### src/rtl/ula_seq_if.sv
// Request/response bundle for the sequential RV32M multiply/divide unit.
// The requester drives the operation; the unit answers with handshake and result.
interface ula_seq_if #(parameter int WIDTH = 32);
    logic             start;
    logic [2:0]       op;
    logic [WIDTH-1:0] a;
    logic [WIDTH-1:0] b;
    logic             flush;
    logic             ready;
    logic             busy;
    logic             done;
    logic [WIDTH-1:0] result;
    logic             div_zero;

    modport master (output start, op, a, b, flush,
                    input  ready, busy, done, result, div_zero);
    modport slave  (input  start, op, a, b, flush,
                    output ready, busy, done, result, div_zero);
endinterface

### src/rtl/ula_seq.sv
// Iterative RV32M multiply/divide unit: one shift-add or restoring-divide step per
// clock on operand magnitudes, followed by a sign-fix cycle.
module ula_seq #(
    parameter int WIDTH = 32
) (
    input  logic      clk,
    input  logic      rst_n,
    ula_seq_if.slave  bus
);

    localparam int CW = $clog2(WIDTH);
    localparam logic [2:0] OP_MUL    = 3'b000;
    localparam logic [2:0] OP_MULH   = 3'b001;
    localparam logic [2:0] OP_MULHSU = 3'b010;
    localparam logic [2:0] OP_DIV    = 3'b100;
    localparam logic [2:0] OP_REM    = 3'b110;
    localparam logic [WIDTH-1:0] MIN_NEG = {1'b1, {(WIDTH-1){1'b0}}};

    typedef enum logic [1:0] {IDLE, CALC, FIX, DONE} state_t;

    state_t           state_q, state_d;
    logic [CW-1:0]    cnt_q, cnt_d;
    logic [2:0]       op_q, op_d;
    logic             neg_q, neg_d;
    logic             rneg_q, rneg_d;
    logic [WIDTH-1:0] m_q, m_d;
    logic [WIDTH-1:0] hi_q, hi_d;
    logic [WIDTH-1:0] lo_q, lo_d;
    logic [WIDTH-1:0] result_q, result_d;
    logic             div_zero_q, div_zero_d;

    logic             accept;
    logic             is_div_in;
    logic             a_neg_in, b_neg_in;
    logic [WIDTH-1:0] a_mag, b_mag;
    logic             b_zero_in, ovf_in, fast_in;
    logic [WIDTH-1:0] fast_res;
    logic [WIDTH:0]   mul_sum;
    logic [WIDTH:0]   div_shift, div_diff;
    logic [2*WIDTH-1:0] prod_s;
    logic [WIDTH-1:0] quo_s, rem_s, fix_res;

    // Operand decode happens only at the accepting edge; nothing below reads a/b/op later.
    always_comb begin
        accept    = (state_q == IDLE || state_q == DONE) && bus.start && !bus.flush;
        is_div_in = bus.op[2];
        a_neg_in  = bus.a[WIDTH-1] &&
                    (bus.op == OP_MULH || bus.op == OP_MULHSU || bus.op == OP_DIV || bus.op == OP_REM);
        b_neg_in  = bus.b[WIDTH-1] &&
                    (bus.op == OP_MULH || bus.op == OP_DIV || bus.op == OP_REM);
        a_mag     = a_neg_in ? -bus.a : bus.a;
        b_mag     = b_neg_in ? -bus.b : bus.b;
        b_zero_in = (bus.b == '0);
        ovf_in    = (bus.op == OP_DIV || bus.op == OP_REM) && (bus.a == MIN_NEG) && (bus.b == '1);
        fast_in   = is_div_in && (b_zero_in || ovf_in);
        fast_res  = bus.a;
        if (b_zero_in && !bus.op[1])
            fast_res = '1;
        else if (!b_zero_in && bus.op[1])
            fast_res = '0;
    end

    always_comb begin
        mul_sum   = {1'b0, hi_q} + (lo_q[0] ? {1'b0, m_q} : '0);
        div_shift = {hi_q, lo_q[WIDTH-1]};
        div_diff  = div_shift - {1'b0, m_q};
        prod_s    = neg_q ? -{hi_q, lo_q} : {hi_q, lo_q};
        quo_s     = neg_q ? -lo_q : lo_q;
        rem_s     = rneg_q ? -hi_q : hi_q;
        case (op_q)
            OP_MUL:                   fix_res = prod_s[WIDTH-1:0];
            3'b001, 3'b010, 3'b011:   fix_res = prod_s[2*WIDTH-1:WIDTH];
            3'b100, 3'b101:           fix_res = quo_s;
            default:                  fix_res = rem_s;
        endcase
    end

    always_comb begin
        state_d = state_q;
        case (state_q)
            IDLE, DONE: begin
                if (accept)
                    state_d = fast_in ? DONE : CALC;
                else
                    state_d = IDLE;
            end
            CALC: begin
                if (bus.flush)
                    state_d = IDLE;
                else if (cnt_q == CW'(WIDTH-1))
                    state_d = FIX;
            end
            FIX:     state_d = bus.flush ? IDLE : DONE;
            default: state_d = IDLE;
        endcase
    end

    // hi/lo hold the running product (multiply) or remainder/quotient (divide).
    always_comb begin
        cnt_d      = cnt_q;
        op_d       = op_q;
        neg_d      = neg_q;
        rneg_d     = rneg_q;
        m_d        = m_q;
        hi_d       = hi_q;
        lo_d       = lo_q;
        result_d   = result_q;
        div_zero_d = div_zero_q;
        case (state_q)
            IDLE, DONE: begin
                if (accept) begin
                    op_d  = bus.op;
                    cnt_d = '0;
                    if (fast_in) begin
                        result_d   = fast_res;
                        div_zero_d = b_zero_in;
                    end else begin
                        hi_d   = '0;
                        neg_d  = a_neg_in ^ b_neg_in;
                        rneg_d = is_div_in && a_neg_in;
                        m_d    = is_div_in ? b_mag : a_mag;
                        lo_d   = is_div_in ? a_mag : b_mag;
                    end
                end
            end
            CALC: begin
                if (!bus.flush) begin
                    cnt_d = cnt_q + CW'(1);
                    if (op_q[2]) begin
                        if (!div_diff[WIDTH]) begin
                            hi_d = div_diff[WIDTH-1:0];
                            lo_d = {lo_q[WIDTH-2:0], 1'b1};
                        end else begin
                            hi_d = div_shift[WIDTH-1:0];
                            lo_d = {lo_q[WIDTH-2:0], 1'b0};
                        end
                    end else begin
                        hi_d = mul_sum[WIDTH:1];
                        lo_d = {mul_sum[0], lo_q[WIDTH-1:1]};
                    end
                end
            end
            FIX: begin
                if (!bus.flush) begin
                    result_d   = fix_res;
                    div_zero_d = 1'b0;
                end
            end
            default: ;
        endcase
    end

    always_ff @(posedge clk or negedge rst_n) begin
        if (!rst_n) begin
            state_q    <= IDLE;
            cnt_q      <= '0;
            op_q       <= '0;
            neg_q      <= 1'b0;
            rneg_q     <= 1'b0;
            m_q        <= '0;
            hi_q       <= '0;
            lo_q       <= '0;
            result_q   <= '0;
            div_zero_q <= 1'b0;
        end else begin
            state_q    <= state_d;
            cnt_q      <= cnt_d;
            op_q       <= op_d;
            neg_q      <= neg_d;
            rneg_q     <= rneg_d;
            m_q        <= m_d;
            hi_q       <= hi_d;
            lo_q       <= lo_d;
            result_q   <= result_d;
            div_zero_q <= div_zero_d;
        end
    end

    always_comb begin
        bus.ready    = (state_q == IDLE) || (state_q == DONE);
        bus.busy     = (state_q == CALC) || (state_q == FIX);
        bus.done     = (state_q == DONE);
        bus.result   = result_q;
        bus.div_zero = div_zero_q;
    end

endmodule
### src/flat_wrapper.sv
// flat-port wrapper written by rule: the top's interface ports become plain ports
module ula_seq_flat 
#(
    parameter int WIDTH = 32
)
  (clk, rst_n, bus_start, bus_op, bus_a, bus_b, bus_flush, bus_ready, bus_busy, bus_done, bus_result, bus_div_zero);
  ula_seq_if #(.WIDTH(WIDTH)) bus_i ();
  input  logic clk;
  input  logic rst_n;
  input wire logic [$bits(bus_i.start)-1:0] bus_start;
  input wire logic [$bits(bus_i.op)-1:0] bus_op;
  input wire logic [$bits(bus_i.a)-1:0] bus_a;
  input wire logic [$bits(bus_i.b)-1:0] bus_b;
  input wire logic [$bits(bus_i.flush)-1:0] bus_flush;
  output wire logic [$bits(bus_i.ready)-1:0] bus_ready;
  output wire logic [$bits(bus_i.busy)-1:0] bus_busy;
  output wire logic [$bits(bus_i.done)-1:0] bus_done;
  output wire logic [$bits(bus_i.result)-1:0] bus_result;
  output wire logic [$bits(bus_i.div_zero)-1:0] bus_div_zero;
  assign bus_i.start = bus_start;
  assign bus_i.op = bus_op;
  assign bus_i.a = bus_a;
  assign bus_i.b = bus_b;
  assign bus_i.flush = bus_flush;
  assign bus_ready = bus_i.ready;
  assign bus_busy = bus_i.busy;
  assign bus_done = bus_i.done;
  assign bus_result = bus_i.result;
  assign bus_div_zero = bus_i.div_zero;
  ula_seq #(.WIDTH(WIDTH)) u_core (.clk(clk), .rst_n(rst_n), .bus(bus_i));
endmodule
### config.mk
export PLATFORM = sky130hd
export DESIGN_NAME = ula_seq_flat
export DESIGN_NICKNAME = d
export VERILOG_FILES = /design/src/rtl/ula_seq_if.sv /design/src/rtl/ula_seq.sv /design/src/flat_wrapper.sv
export SDC_FILE = /design/constraint.sdc
export NUM_CORES = 1
export LEC_CHECK = 0
export BUFFER_PORTS_ARGS = -buffer_cell sky130_fd_sc_hd__buf_2
export CAP_MARGIN = 10
export CORE_MARGIN = 5
export CORE_UTILIZATION = 30
export DETAILED_ROUTE_END_ITERATION = 8
export GPL_ROUTABILITY_DRIVEN = 0
export PLACE_DENSITY_LB_ADDON = 0.12
export SYNTH_ARGS = -nofsm -noshare
export SYNTH_HDL_FRONTEND = slang
export SYNTH_SLANG_ARGS = --single-unit
### constraint.sdc
create_clock -name clk -period 3.8 [get_ports clk]
set_clock_uncertainty 0.1 [all_clocks]
set_input_delay 0.38 -clock clk [delete_from_list [all_inputs] [get_ports clk]]
set_output_delay 0.38 -clock clk [all_outputs]
set_load 0.03 [all_outputs]
# Yosys cells after proc, flatten, opt, wreduce, memory -nomap -nowiden
# Index checks and enable logic that the tools add are counted.
[word_totals]
output_inout_bits = 36
word_cells = 116
register_bits = 141
in_bits = 71
[op_classes]
bitwise_logic = 2
reduce_logical = 35
add_sub_neg = 8
n_eq_ne = 21
mux = 40
[ops]
columns = ["operator", "n"]
rows = [
  ["32-bit two-way mux", 21],
  ["32-bit one-hot mux with 2 select lines", 3],
  ["32-bit negator", 4],
  ["32-bit one-hot mux with 3 select lines", 1],
  ["32-bit equality test (second input constant)", 2],
  ["64-bit two-way mux", 1],
  ["64-bit negator", 1],
  ["32-bit by 33-bit adder with 33-bit output", 1],
  ["33-bit by 32-bit subtractor with 33-bit output", 1],
  ["32-bit logical NOT", 1],
  ["3-bit equality test (second input constant)", 4],
  ["1-bit logical AND", 10],
  ["2-bit two-way mux", 5],
  ["5-bit two-way mux", 2],
  ["5-bit one-hot mux with 2 select lines", 1],
  ["3-bit by 2-bit equality test with 1-bit output (second input constant)", 3],
  ["1-bit logical OR", 9],
  ["4-bit AND reduction", 2],
  ["3-bit by 1-bit equality test with 1-bit output (second input constant)", 2],
  ["2-bit inequality test (second input constant)", 3],
  ["2-bit one-hot mux with 3 select lines", 1],
  ["3-bit AND reduction", 2],
  ["5-bit by 1-bit adder with 5-bit output (second input constant)", 1],
  ["5-bit equality test (second input constant)", 1],
  ["15 further kinds", 24],
]

# Longest topological paths before layout
# Gate-level depths: netlist (run 1).
[depth]
depth_word = 10
depth_mapped = 15
mapped_depth_nobuf = 14

# Worst setup path after synthesis (run 1)
# OpenSTA, ideal clock, no wires.
[synth_timing]
path_type = "register -> register"
from = "register u_core.lo_q[0]"
to = "register u_core.hi_q[31]"
setup_slack_ns = 0.196
arrival_ns = 3.383
required_time_ns = 3.578
n_path_buf = 1
setup_time_ns = 0.122
path_stages_with_launch = 15
path_cell_list = "dfrtp_1 inv_1 clkbuf_1 nor2_1 ha_1 a211o_1 a21oi_1 o21bai_1 a21o_1 a221oi_1 o21a_1 o21a_1 o21ai_0 a2111o_1 a32o_1"
[synth_via]
elab_chain_cells = 5
[synth_lines]
columns = ["element", "line_no", "text"]
rows = [
  ["from (decl)", "ula_seq.sv:28", "logic [WIDTH-1:0] lo_q, lo_d;"],
  ["from (signal assigned)", "ula_seq.sv:173", "lo_q <= lo_d;"],
  ["32-bit two-way mux", "ula_seq.sv:64", "mul_sum = {1'b0, hi_q} + (lo_q[0] ? {1'b0, m_q} : '0);"],
  ["32-bit by 33-bit adder with 33-bit output", "ula_seq.sv:64", ""],
  ["32-bit two-way mux", "ula_seq.sv:129", "if (op_q[2]) begin"],
  ["32-bit two-way mux", "ula_seq.sv:127", "if (!bus.flush) begin"],
  ["32-bit one-hot mux with 2 select lines", "ula_seq.sv:109", "case (state_q)"],
  ["to (signal assigned)", "ula_seq.sv:172", "hi_q <= hi_d;"],
  ["to (decl)", "ula_seq.sv:27", "logic [WIDTH-1:0] hi_q, hi_d;"],
]
# Every way passes these cells. The select of a mux whose other input is x is not followed.
# A chain may end at the register's enable or synchronous reset.

# Worst setup path after layout (run 1)
[layout_timing]
from = "register u_core.hi_q[8]"
to = "register u_core.result_q[30], in the netlist u_core.bus.result[30]"
[layout_via]
elab_chain_cells = 5
[layout_lines]
columns = ["element", "line_no", "text"]
rows = [
  ["64-bit negator or 32-bit negator (tied branches)", "ula_seq.sv:67, ula_seq.sv:69", ""],
  ["64-bit two-way mux or 32-bit two-way mux (tied branches)", "ula_seq.sv:67, ula_seq.sv:69", ""],
  ["32-bit one-hot mux with 3 select lines (*)", "ula_seq.sv:70", "case (op_q)"],
  ["32-bit two-way mux (*)", "ula_seq.sv:144", "if (!bus.flush) begin"],
  ["32-bit one-hot mux with 2 select lines (*)", "ula_seq.sv:109", ""],
  ["to (signal assigned)", "ula_seq.sv:174", "result_q <= result_d;"],
  ["to (decl)", "ula_seq.sv:29", "logic [WIDTH-1:0] result_q, result_d;"],
]
# Every way passes the cells marked *; elsewhere a longest branch is shown, timed or not. The select of a mux whose other input is x is not followed.

==> impl_metrics.env, run 1 <==
export IMPL_grt_total_usage_pct=23.0
export IMPL_die_width_um=232
export IMPL_rsz0062_at_grt="true"
export IMPL_max_freq_ghz=0.270
export IMPL_antenna_cells=0
export IMPL_port_buffers=106
export IMPL_vias_per_cell=5.58
export IMPL_first_pass_iters=6
export IMPL_path_clk_slew_ps=70
export IMPL_status="finished, final reports clean"
export IMPL_synth_seq_cells=141
export IMPL_mostFrequentLayoutCell="nand2_1"
export IMPL_nets=2277
export IMPL_clk_latency_ps=470
export IMPL_synth_cells=1990
export IMPL_hpwlAfterDp_um=50500
export IMPL_avgSynthCellArea_um2=7.42
export IMPL_critical_path_arrival_ps=3950
export IMPL_ys_warn_count=0
export IMPL_yosys_top_cells_area="dfrtp_1 24%, a21oi_1 6.9%, ha_1 6.3%"
export IMPL_antenna_found_initial=1
export IMPL_dp_slack_ps=-165
export IMPL_synth_ff_type="dfrtp_1"
export IMPL_grt_max_degree=96
export IMPL_cts_buffers=17
export IMPL_htreeDepth=4
export IMPL_io_pins=107
export IMPL_grt_ovfl_total=0
export IMPL_dr_wl_met3_um=3920
export IMPL_critical_path_peak_fanout=5
export IMPL_drt_total_wl_um=63500
export IMPL_critical_path_required_ps=4040
export IMPL_min_period_ps=3700
export IMPL_critical_path_class="flop to flop"
export IMPL_coreArea_mm2=0.0488
export IMPL_wl_per_cell_um=22.6
export IMPL_min_path_type="input pin to flop"
export IMPL_syn_nets=2137
export IMPL_rows=81
export IMPL_ir_drop_uv=374
export IMPL_met1_length_um=29600
export IMPL_synth_largest_area_cell="dfrtp_1"
export IMPL_vias=15658
export IMPL_start_util_pct=30.2
export IMPL_max_slew_margin_pct=24.4
export IMPL_drtAntennaViolNets=0
export IMPL_final_cell_mix="212 x nand2_1, 207 x nor2_1, 199 x a21oi_1"
export IMPL_wl_met2_um=28100
export IMPL_power_density_mw_per_mm2=747
export IMPL_setup_slack_ps=96.1
export IMPL_drt_iter0_drc=1581
export IMPL_drc=0
export IMPL_clockBufferDepth=2
export IMPL_final_util_pct=35.8
export IMPL_maxUsedRoutingLayer="met5"
export IMPL_startpoint_type="flop"
export IMPL_drive_gt1_share_pct=17.1
export IMPL_synth_edf_count=0
export IMPL_worstMarginPinSlew_ps=1130
export IMPL_die_h_um=232
export IMPL_synth_async_reset_ratio_pct=100
export IMPL_drv_cap=0
export IMPL_yosysSeqAreaShare_pct=23.9
export IMPL_nFillCells=5274
export IMPL_synthesis_area_mm2=0.0148
export IMPL_synth_cell_type_count=74
export IMPL_final_setup_viol_count=0
export IMPL_hold_viol=0
export IMPL_root_buffer="clkbuf_16"
export IMPL_grt_pass1_vias=14714
export IMPL_grt_first_pass_wirelength_um=95000
export IMPL_endpoint_kind="flop"
export IMPL_dieArea_mm2=0.0537
export IMPL_fin_crit_sh_pct=97.5
export IMPL_leakage_uw=0.00751
export IMPL_synth_top_area_share_pct=23.9
export IMPL_syn_to_final_growth_pct=18.5
export IMPL_cts_sinks=141
export IMPL_cts_tree="yes"
export IMPL_maxSlewViolCount=0
synthesized netlist by cell type (6+ instances only):
library cell  instances
mux2_2               31
mux2i_1              29
xnor2_1             101
a221oi_1              8
nor4_1               15
o21ai_1              12
a211oi_1             39
ha_1                 74
o21a_1               11
o41ai_1              11
a31oi_1              15
or2_2                10
nand3b_1              8
inv_1                74
a22o_1                8
nor2_1              209
dfrtp_1             141
maj3_1               12
or3_1                27
a22oi_1              18
a21o_1               27
o22ai_1               8
o21ai_0             184
buf_2                 6
buf_1                 9
nor3_1               41
o221ai_1             21
or4_1                14
and2_1               12
o211ai_1             16
nand2b_1             17
and3_1                7
nand2_1             212
clkbuf_1            114
nand3_1              30
o31ai_1              42
a21oi_1             203
xor2_1               84
nand4_1              16
layout make-up:
type	count	area [um^2]	share of cell area, %
Clock buffer	18	439	2.51
Clock inverter	14	149	0.851
Inverter	76	288	1.64
Multi-Input combinational cell	1642	10600	60.3
Sequential cell	141	3530	20.2
Tap cell	664	831	4.75
Timing Repair Buffer	252	1700	9.74
per-layer routing:
layer | vias up | track usage, %
li1 | 7483 | -
met4 | 2 | 6.96
met5 | - | 0
met3 | 82 | 4.43
met2 | 522 | 35.1
met1 | 7569 | 33.0
path summary, 6_finish.rpt:
path	slack, ps	start	cells past startpoint	endpoint
min in group asynchronous	440	rst_n	2	u_core.hi_q[5]$_DFFE_PN0P_
setup / recovery	100	u_core.hi_q[8]$_DFFE_PN0P_	10	u_core.bus.result[30]$_DFFE_PN0P_
hold reg to reg	370	u_core.bus.result[27]$_DFFE_PN0P_	2	u_core.bus.result[27]$_DFFE_PN0P_
setup reg to reg	100	u_core.hi_q[8]$_DFFE_PN0P_	10	u_core.bus.result[30]$_DFFE_PN0P_
max in group asynchronous	2290	rst_n	3	u_core.neg_q$_DFFE_PN0P_
hold / removal	90	bus_flush	2	u_core.state_q[1]$_DFFE_PN0P_
flip-flops by register name, summed over array words and instances (netlist names):
signal / count
u_core.bus.result: 32
u_core.hi_q: 32
u_core.lo_q: 32
u_core.m_q: 32
u_core.cnt_q: 5
u_core.op_q: 3
u_core.state_q: 2
u_core.bus.div_zero: 1
u_core.neg_q: 1
u_core.rneg_q: 1
report_power, final:
| part | switching [uW] | internal, uW | total (uW) |
|---|---|---|---|
| registers | 600 | 2050 | 2650 |
| clock network | 795 | 943 | 1740 |
| logic | 5340 | 3360 | 8690 |
repair_timing:
action                                 CTS  global route
resized for setup                        2            19
cloned                                   0             0
hold buffers                             1             0
pin swaps                                0             4
setup buffers                            0             3
endpoints found under the hold margin   77             0
setup endpoints to repair                2            42
critical path, cell delays in order, from the launching register on:
cell,delay [ps]
dfrtp_2,450
or4_4,560
or3_1,330
or4_4,450
or4_4,440
or4_4,450
nand2_2,90
xor2_1,170
o221ai_1,170
o22ai_2,290
o21ai_1,90
metrics by stage:
stage | TNS, ps | area (um^2) | hold slack (ps) | total power, uW | instances
final | 0 | 17500 | 85.6 | 13100 | 2807
after floorplan | 0 | 14800 | -15.6 | 8170 | 1990
after global placement | -196 | 16800 | 356 | 11100 | 2771
after detailed placement | -227 | 16800 | 365 | 11100 | 2771
after global routing | -29.6 | 17500 | 79.9 | 14100 | 2807
after CTS | 0 | 17400 | 60.1 | 13000 | 2804
cell families (layout without fill, tap and decap cells):
family,count (synthesis),count (layout),synth area share [%]
AOI/OAI and AO/OA,667,667,27.9
buffers and inverters,207,360,5.42
adders and majority gates,88,88,7.36
muxes,60,60,4.33
xor gates and xnor gates,185,185,11.0
DFF,141,141,23.9
and+or+nand+nor,642,642,20.1
(Power assumes the default switching activity.)
==> inputs of run 2 (changes only) <==
- CORE_UTILIZATION: 30 -> 41
- REMOVE_ABC_BUFFERS: unset -> 1
==> run 2 against run 1 <==
Die area down 26%. Setup slack better by 53 ps. Sequential share of layout area up 0.54 points. Cell area down 2.6%. Maximum frequency up 1.5%. Worst hold slack worse by 13 ps. Critical path depth unchanged. Sequential power up 2%. Register-to-register slack better by 50 ps. Highest routed layer is now met4. First-iteration DRC count down 9.2%. Global-route usage up 4.5 points. Wire length down 11%.
==> impl_metrics.env, run 2 (same netlist as run 1, synthesis figures left out) <==
export IMPL_status="finished, final reports clean"
export IMPL_drt_total_wl_um=56600
export IMPL_syn_to_final_growth_pct=15.4
export IMPL_cts_tree="yes"
export IMPL_clk_latency_ps=450
export IMPL_vias_per_cell=6.03
export IMPL_grt_first_pass_wirelength_um=85200
export IMPL_drtAntennaViolNets=0
export IMPL_tns_ps=0
export IMPL_drc=0
export IMPL_critical_path_class="flop to flop"
export IMPL_vias=15537
export IMPL_critPathMaxStageDelay_ps=570
export IMPL_coreArea_mm2=0.0356
export IMPL_p_clk_share_pct=14.6
export IMPL_wl_per_cell_um=22.0
export IMPL_first_pass_iters=6
export IMPL_p_int_uw=6320
export IMPL_combPwrFrac_pct=64.2
export IMPL_endpoint_kind="flop"
export IMPL_power_switching_uw=6420
export IMPL_cp_cell_sequence="or4_4 > or3_1 > nand2b_1 > or4_1 > o41ai_2 > xnor2_1 > a222oi_1 > nand2_1 > o21ai_1 > o21ai_1"
export IMPL_crit_top_cell="o21ai_1"
export IMPL_startpoint_type="flop"
export IMPL_placed_cells=2543
export IMPL_cts_sinks=141
export IMPL_grt_max_degree=71
export IMPL_seqPwrFrac_pct=21.3
export IMPL_htreeDepth=4
export IMPL_port_buffers=106
export IMPL_dieArea_mm2=0.0399
export IMPL_io_pins=107
export IMPL_grt_pass1_vias=14243
export IMPL_rsz0062_at_grt="true"
export IMPL_drt_iter0_drc=1435
export IMPL_start_util_pct=41.5
export IMPL_min_period_ps=3650
export IMPL_final_setup_viol_count=0
export IMPL_postCtsSetupBuffers=0
export IMPL_power_density_mw_per_mm2=748
export IMPL_clockBufferDepth=2
export IMPL_critical_path_peak_fanout=7
export IMPL_ir_drop_uv=475
export IMPL_antenna_cells=0
export IMPL_cts_buffers=17
export IMPL_grt_total_usage_pct=27.5
export IMPL_fin_crit_sh_pct=96.1
export IMPL_root_buffer="clkbuf_16"
export IMPL_die_width_um=200
export IMPL_rows=69
export IMPL_critical_path_arrival_ps=3880
export IMPL_critical_path_required_ps=4030
export IMPL_antenna_found_initial=0
export IMPL_hpwlAfterDp_um=44400
export IMPL_final_cell_mix="212 x nand2_1, 208 x nor2_1, 201 x a21oi_1"
export IMPL_hold_viol=0
export IMPL_min_path_type="input pin to flop"
export IMPL_register_area_mm2=0.00353
export IMPL_worstMarginPinSlew_ps=787
export IMPL_nFillCells=3576
export IMPL_multi_input_area_mm2=0.0105
export IMPL_critPathSlowestCell="or4_4"
export IMPL_max_freq_ghz=0.274
export IMPL_leakage_uw=0.00738
export IMPL_drive_gt1_share_pct=15.5
export IMPL_fin_cells=2576
export IMPL_grt_ovfl_total=0
export IMPL_swShare_pct=50.4
export IMPL_mostFrequentLayoutCell="nand2_1"
export IMPL_maxSlewViolCount=0
export IMPL_die_h_um=200
export IMPL_path_clk_slew_ps=60
export IMPL_max_slew_margin_pct=47.6
export IMPL_drv_cap=0
export IMPL_nets=2249
-- run 2: changes by cell type in the layout (fill, tap and decap cells not counted), moves of 3 or more --
cell and delta:
buf_4 -28, clkbuf_8 +5, inv_6 -5, inv_8 -3
-- run 2: per-layer routing --
layer | up-vias | track usage (%) | share of wire [%]
met1 | 7458 | 39.8 | 46
met2 | 587 | 43.3 | 46
li1 | 7425 | - | -
met5 | - | 0 | 0
met4 | 0 | 7.60 | 2.5
met3 | 67 | 3.54 | 6.1
-- run 2: final cells by class --
class	instances	area share, %
tap	461	3.39
clock inverter	9	0.771
sequential	141	20.7
multi-input combinational	1642	61.7
timing repair buffer	224	8.77
clock buffer	23	2.98
inverter	76	1.67
-- run 2: worst paths after layout --
kind / start / to / slack (ps) / depth (start not counted)
worst max-delay path: u_core.hi_q[8]$_DFFE_PN0P_ / u_core.bus.result[29]$_DFFE_PN0P_ / 150 / 10
worst min-delay path: bus_flush / u_core.state_q[0]$_DFFE_PN0P_ / 70 / 2
worst max register to register: u_core.hi_q[8]$_DFFE_PN0P_ / u_core.bus.result[29]$_DFFE_PN0P_ / 150 / 10
worst min register to register: u_core.bus.result[2]$_DFFE_PN0P_ / u_core.bus.result[2]$_DFFE_PN0P_ / 370 / 2
max in group asynchronous: rst_n / u_core.lo_q[19]$_DFFE_PN0P_ / 2400 / 3
min in group asynchronous: rst_n / u_core.m_q[9]$_DFFE_PN0P_ / 410 / 2
-- run 2: repair_timing --
| item | CTS | global route |
|---|---|---|
| endpoints found under the setup margin | 1 | 35 |
| resized for setup | 1 | 11 |
| hold buffers | 1 | 0 |
| pin swaps | 0 | 1 |
| hold endpoints to repair | 68 | 0 |
-- run 2: power by group through the flow --
stage | sequential (uW) | clock (uW) | combinational (uW)
floorplan | 2920 | 0 | 5070
global placement | 2690 | 0 | 7880
detailed placement | 2700 | 0 | 7950
CTS | 2680 | 1870 | 8010
global route | 2770 | 1940 | 8900
finish | 2710 | 1860 | 8180
-- run 2: metrics by stage --
stage / setup WS, ps / util (%) / hold slack (ps) / area [um^2] / total power, uW
after floorplan: -1300 / - / -15.6 / 14200 / 7990
after global placement: 51.3 / 45.9 / 330 / 16300 / 10600
after detailed placement: -19.2 / 45.9 / 329 / 16300 / 10700
after CTS: 20.5 / 47.7 / 65.3 / 17000 / 12600
after global routing: -32.6 / 47.9 / 78.8 / 17000 / 13600
final: 149 / 47.9 / 72.6 / 17000 / 12700
-- run 2: worst max-delay path, delay by kind of cell (launching register included) --
family          cells  cell delay, ps
compound gates      4            1160
flops               1             460
simple gates        5            1700
xor+xnor            1             110
